<file path="src/rtl/arith_pkg.sv">
// rtl/arith_pkg.sv - shared arithmetic widths and divider FSM state encodings
package arith_pkg;

    localparam int DW_DEF = 8;
    localparam int VW_DEF = 4;

    localparam logic [1:0] IDLE = 2'd0;
    localparam logic [1:0] CALC = 2'd1;
    localparam logic [1:0] DONE = 2'd2;

endpackage

</file>
<file path="src/rtl/div_step.sv">
// rtl/div_step.sv - one combinational restoring-division iteration
module div_step
    import arith_pkg::*;
#(
    parameter int VW = VW_DEF
) (
    input  logic [VW:0]   rem_in,
    input  logic          bit_in,
    input  logic [VW-1:0] divisor,
    output logic [VW:0]   rem_out,
    output logic          q_bit
);

    logic [VW+1:0] shifted;

    // Shift the next dividend bit in, subtract the divisor only when it fits.
    always_comb begin
        shifted = {rem_in, bit_in};
        rem_out = shifted[VW:0];
        q_bit   = 1'b0;
        if (shifted >= {2'b00, divisor}) begin
            rem_out = (VW+1)'(shifted - {2'b00, divisor});
            q_bit   = 1'b1;
        end
    end

endmodule

</file>
<file path="src/rtl/restoring_divider.sv">
// rtl/restoring_divider.sv - sequential unsigned restoring divider (optional DIVIDER_DIVZERO_CHK_EN)
module restoring_divider
    import arith_pkg::*;
#(
    parameter int DW = DW_DEF,
    parameter int VW = VW_DEF
) (
    input  logic          clk,
    input  logic          n_rst,
    input  logic          start,
    input  logic [DW-1:0] dividend,
    input  logic [VW-1:0] divisor,
    output logic [DW-1:0] quotient,
    output logic [VW-1:0] remainder,
    output logic          busy,
    output logic          done
`ifdef DIVIDER_DIVZERO_CHK_EN
    ,
    output logic          div_by_zero
`endif
);

    localparam int CW = (DW > 1) ? $clog2(DW) : 1;

    logic [1:0]    state;
    logic [CW-1:0] count;
    logic [DW-1:0] q_sh;
    logic [VW-1:0] dvs;
    logic [VW-1:0] dvd_lo;
    logic [VW:0]   part_rem;
    logic          dz;
    logic          skip_calc;
    logic [VW:0]   step_rem;
    logic          step_q;

    // Zero divisor short-circuits the iteration only when the check is built in.
`ifdef DIVIDER_DIVZERO_CHK_EN
    assign skip_calc = dz;
`else
    assign skip_calc = 1'b0;
`endif

    div_step #(.VW(VW)) u_step (
        .rem_in  (part_rem),
        .bit_in  (q_sh[DW-1]),
        .divisor (dvs),
        .rem_out (step_rem),
        .q_bit   (step_q)
    );

    // Status flags decode straight from the state register, so busy and done never overlap.
    always_comb begin
        busy = (state == CALC);
        done = (state == DONE);
    end

    // FSM, iteration registers and result registers; the dividend register
    // shifts left and fills with quotient bits, ending up holding the quotient.
    always_ff @(posedge clk or negedge n_rst) begin
        if (!n_rst) begin
            state       <= IDLE;
            count       <= '0;
            q_sh        <= '0;
            dvs         <= '0;
            dvd_lo      <= '0;
            part_rem    <= '0;
            dz          <= 1'b0;
            quotient    <= '0;
            remainder   <= '0;
`ifdef DIVIDER_DIVZERO_CHK_EN
            div_by_zero <= 1'b0;
`endif
        end else begin
            case (state)
                IDLE, DONE: begin
                    if (start) begin
                        state    <= CALC;
                        count    <= '0;
                        q_sh     <= dividend;
                        dvs      <= divisor;
                        dvd_lo   <= dividend[VW-1:0];
                        part_rem <= '0;
                        dz       <= (divisor == '0);
                    end else begin
                        state <= IDLE;
                    end
                end
                CALC: begin
                    if (skip_calc) begin
                        state       <= DONE;
                        quotient    <= '1;
                        remainder   <= dvd_lo;
`ifdef DIVIDER_DIVZERO_CHK_EN
                        div_by_zero <= 1'b1;
`endif
                    end else begin
                        q_sh     <= {q_sh[DW-2:0], step_q};
                        part_rem <= step_rem;
                        count    <= count + 1'b1;
                        if (count == CW'(DW-1)) begin
                            state     <= DONE;
                            quotient  <= dz ? '1 : {q_sh[DW-2:0], step_q};
                            remainder <= dz ? dvd_lo : step_rem[VW-1:0];
`ifdef DIVIDER_DIVZERO_CHK_EN
                            div_by_zero <= 1'b0;
`endif
                        end
                    end
                end
                default: state <= IDLE;
            endcase
        end
    end

endmodule

</file>
<file path="config.mk">
export PLATFORM = sky130hd
export DESIGN_NAME = restoring_divider
export DESIGN_NICKNAME = d
export VERILOG_FILES = /design/src/rtl/arith_pkg.sv /design/src/rtl/div_step.sv /design/src/rtl/restoring_divider.sv
export SDC_FILE = /design/constraint.sdc
export NUM_CORES = 1
export LEC_CHECK = 0
export ABC_AREA = 1
export BUFFER_PORTS_ARGS = -buffer_cell sky130_fd_sc_hd__buf_2
export CAP_MARGIN = 40
export CORE_UTILIZATION = 55
export CTS_BUF_LIST = sky130_fd_sc_hd__clkbuf_8
export CTS_CLUSTER_SIZE = 20
export DETAILED_ROUTE_END_ITERATION = 7
export GPL_TIMING_DRIVEN = 0
export PLACE_DENSITY = 0.84
export SETUP_SLACK_MARGIN = 0.15
export SYNTH_ARGS = -nofsm -noshare
export SYNTH_HDL_FRONTEND = slang
export SYNTH_SLANG_ARGS = --single-unit
</file>
<file path="constraint.sdc">
create_clock -name clk -period 2.4 [get_ports clk]
set_input_delay 0.36 -clock clk [delete_from_list [all_inputs] [get_ports clk]]
set_output_delay 0.36 -clock clk [all_outputs]
set_load 0.02 [all_outputs]
</file>
After elaboration in Yosys (flattened, before gate mapping)
Index checks and enable logic that the tools add are counted.
- bits in registers: 39
- bits of input ports: 15
- output and inout bits: 14
- add/subtract/negate cells: 2
- order comparisons: 1
- equal/unequal tests: 5
- muxes and demuxes: 13
- reduce and logical (&&, ||, !) cells: 7
- operator list (cell ; count):
    $mux 8 ; 2
    $pmux 8 s2 ; 1
    $mux 5 ; 2
    $pmux 5 s2 ; 1
    $ge 6x4->1 ; 1
    $pmux 3 s2 ; 1
    $reduce_and 2->1 ; 3
    $sub 5x4->5 ; 1
    $logic_not 4->1 ; 1
    $mux 4 ; 1
    $pmux 2 s2 ; 1
    $add 3x1->3 const B ; 1
    $eq 3x3->1 const B ; 1
    $mux 3 ; 1
    $eq 2x1->1 const B ; 1
    $eq 2x2->1 const B ; 1
    $logic_not 2->1 ; 1
    $mux 1 ; 2
    $mux 2 ; 1
    $ne 2x1->1 const B ; 1
    $ne 2x2->1 const B ; 1
    $reduce_bool 2->1 ; 1
    $reduce_or 2->1 ; 1

Longest topological paths before layout
- depth after elaboration: 4
- gate-level depth with buffers: 11

Modules after synthesis
Synthesis repeated with hierarchy kept, for this count alone.
- cell total of the unflattened synthesis: 253
- area, all modules: 1996.9 um^2
- by module, submodules not included (module ; times used ; cells an instance ; area an instance (um^2) ; seq. area each (um^2)):
    restoring_divider ; 1 ; 208 ; 1711.6 ; 975.9
    div_step ; 1 ; 45 ; 285.3 ; 0.0

Worst setup path before layout
OpenSTA, ideal clock, no wires.
- path type: flip-flop to flip-flop
- start: register q_sh[7]
- end: register remainder[3]
- setup time: 117 ps
- arrival time: 1533 ps
- required time: 2283 ps
- path slack: 751 ps
- stages on the path, launching flop included: 11
- path through: dfrtp_1 inv_1 ha_1 inv_1 fa_1 nand3_2 nand3_4 nand2_1 nand3_1 nand2_1 nand2_1
- cells in the longest elaborated chain, start to end: 3
- elaborated cells on any way between the ends: 4
- ends and longest elaborated chain (element ; line ; source):
    start, declared ; restoring_divider.sv:27 ; logic [DW-1:0] q_sh;
    start signal, assigned ; restoring_divider.sv:79 ; q_sh <= dividend;
    start signal, assigned ; restoring_divider.sv:97 ; q_sh <= {q_sh[DW-2:0], step_q};
    $sub 5x4->5 or $ge 6x4->1 (tied branches) ; div_step.sv:22, div_step.sv:21 ;
    $mux 5 (*) ; div_step.sv:21 ; if (shifted >= {2'b00, divisor}) begin
    $mux 4 (*) ; restoring_divider.sv:103 ; remainder <= dz ? dvd_lo : step_rem[VW-1:0];
    end signal, assigned ; restoring_divider.sv:92 ; remainder <= dvd_lo;
    end signal, assigned ; restoring_divider.sv:103 ;
    end, declared ; restoring_divider.sv:14 ; output logic [VW-1:0] remainder,
Mark *: on every way between the ends. The rest lies on a longest branch, timed or not.
A chain may end at the register's enable or synchronous reset.

Worst setup path in the final report
- start: register q_sh[7]
- end: register remainder[2]
Same word-level chain as after synthesis.

==> run summary <==
DRC Markers: 0
Antenna fix cells: 0
Total GRT Usage: 0.244
Synth warnings: 0
Hold Violations, Final: 0
Congestion Overflow GR: 0
Die area: 3690 sq um
Critical path class: flip-flop to flip-flop
Setup bufs post-CTS: 0
Post-synthesis register bit count: 39
Port bufs: 28
Maxcap violations: 0
Outcome: completed
DR iter-0 viols: 60
Hold_ws: 0.301 ns
Worst rel slew slack: 0.787
RSZ-0062 raised after global routing: false
Cell area power density: 1550 nW/um^2
Sequential Power Share: 0.338
CORE AREA: 3150 sq um
Shortest period the worst path allows: 1.85 ns
Most instantiated cells after synthesis: nand2_1 (52), dfrtp_1 (39), inv_1 (28)
Cell Count, Final, Fillers Out: 289
Top-count cell post-synth: nand2_1
Dpl cells: 280
Netlist cell types: 30
Max IR drop VDD: 0.984 mV
Pin count of the biggest net entering global routing: 39
Initial antenna violation count: 0
Synth top area cells: dfrtp_1 (51%), nand2_1 (10%), inv_1 (5.5%)
Sw Share: 0.452
Clock-pin transition on the worst setup and hold timing paths: 0.07 ns
Top-area cell type share of the netlist area: 0.515
Die Y: 60.7 um
CTS max path bufs: 2
Post-route ant nets: 0
TritonRoute pass-1 iters: 4
Post-synth EDFFs: 0
Initial Util: 0.602
Root buf cell: clkbuf_8
Clk pwr share: 0.123
Seq/Total Area, Yosys: 0.515
Chip width: 60.7 um
Vias in the first global route: 1,424
Synth Instances: 207
Fmax: 0.540 GHz
Syn_nets: 229
Post-synth top flop: dfrtp_1
Endpoints failing setup: 0
Routed WL: 3670 um
Clock skew: 0.00363 ns
Fillers: 284
Cell area after synthesis: 1900 sq um
Area Overhead vs Synth: 16.3%
Fin nets: 266
Tcrit/Tclk final: 0.771
Hold Path Class: primary input to flip-flop
Syn avg cell area: 9.16 sq um
H-tree depth: 2
Arr. time, crit path: 2.03 ns
Startpoint Class: flip-flop
Clock Latency Late Sink: 0.29 ns
Avg Vias per Cell: 5.16
Leading area contributor after synthesis: dfrtp_1
Logic pwr share: 0.539
Slew Limit Fails: 0
First-pass GRT wire length: 6280 um
Share of layout cells above drive strength 1: 0.220
Num ports: 29
FFs w/ async S/R, synth: 1.00
RD Place Congestion: 0.767
CTS Sinks: 39
Worst-Margin Slew: 0.319 ns
TNS Setup: 0 ns
Pwr Total: 3.42 mW
FP Rows: 20
Leakage: 1.14 nW
Int Pwr: 1.88 mW
Via Count: 1,492
Crit path max fanout: 9
Total CTS buffers: 5
Final Util: 0.700
Wire length per cell: 12.7 um
CTS tree: built
CP Capture Type: flip-flop
Net Switching: 1.55 mW
DP HPWL: 2610 um
CP required: 2.58 ns
==> flip-flops by register name, summed over array words and instances, names as in the netlist <==
register   flops
dvd_lo         4
dvs            4
part_rem       5
state          2
count          3
remainder      4
q_sh           8
dz             1
quotient       8
==> logic make-up (layout without fill, tap and decap cells) <==
group,count (synthesis),in the layout,share of synthesized area
adder cells (fa/ha/maj),7,7,0.0501
AO/OA/AOI/OAI,41,41,0.139
flip-flops,39,39,0.515
XOR/XNOR,2,2,0.00924
buffers and inverters,34,72,0.0706
AND/OR/NAND/NOR,84,84,0.217
==> cell usage in the layout (no fill, tap or decap), drive strengths merged, types with 6 or more instances in the layout <==
cell   Yosys  routed
ha         6       6
o21ai     16      16
nand2     56      56
buf        3      32
nor2      10      10
dfrtp     39      39
nand3     11      11
inv       31      31
a21oi      8       8
==> cell type report <==
cell class	instances	area (sq um)	share of cell area
sequential	39	976	0.442
multi-input combinational	134	787	0.357
timing repair buffer	30	170	0.0771
inverter	31	119	0.0539
clock buffer	5	68.8	0.0312
tap	44	55.1	0.0250
clock inverter	3	15.0	0.00681
buffer	3	15.0	0.00681
==> metal layers <==
metal  routed length [um]  global-route usage  part of all wire  up-vias
met5                    0                   0                 0        -
li1                     -                   -                 -      759
met2                 1650               0.410              0.45       38
met4                   45              0.0682             0.012        0
met3                  191              0.0640             0.052        5
met1                 1790               0.315              0.49      690
==> critical path, stage by stage (launching register included) <==
cell and delay (ns):
dfrtp_1 0.39, inv_1 0.08, ha_1 0.13, inv_1 0.06
fa_1 0.43, nand3_2 0.16, nand3_4 0.15, nand2_1 0.12
nand3_1 0.09, nand2_1 0.07, nand2_1 0.05
==> power groups by stage <==
stage          clock network, mW  registers (mW)  logic, mW
2_1_floorplan                  0            1.24       1.31
4_1_cts                    0.432            1.16       1.86
5_1_grt                    0.459            1.19       2.10
6_report                   0.422            1.16       1.84
3_3_place_gp                   0            1.16       1.79
3_5_place_dp                   0            1.16       1.84
==> final timing paths <==
kind	start	end	cells after the start	slack (ns)
max	q_sh[7]	remainder[2]	10	0.55
min	dividend[2]	dvd_lo[2]	3	0.30
max reg2reg	q_sh[7]	remainder[2]	10	0.55
min reg2reg	remainder[2]	remainder[2]	2	0.47
max in group asynchronous	n_rst	dvd_lo[3]	3	1.63
min in group asynchronous	n_rst	dvs[1]	2	0.39
==> through the flow <==
stage | setup slack, ns | cell area (sq um)
floorplan | 0.751 | 1900
global placement | 0.579 | 2090
detailed placement | 0.546 | 2110
CTS | 0.545 | 2210
global route | 0.344 | 2210
finish | 0.550 | 2210
==> what timing repair did <==
| item | 4_1_cts | 5_1_grt |
|---|---|---|
| gates resized for setup | 0 | 0 |
| hold buffers | 1 | 0 |
| hold endpoints to repair | 1 | 0 |
Power figures use the tool's default switching activity.
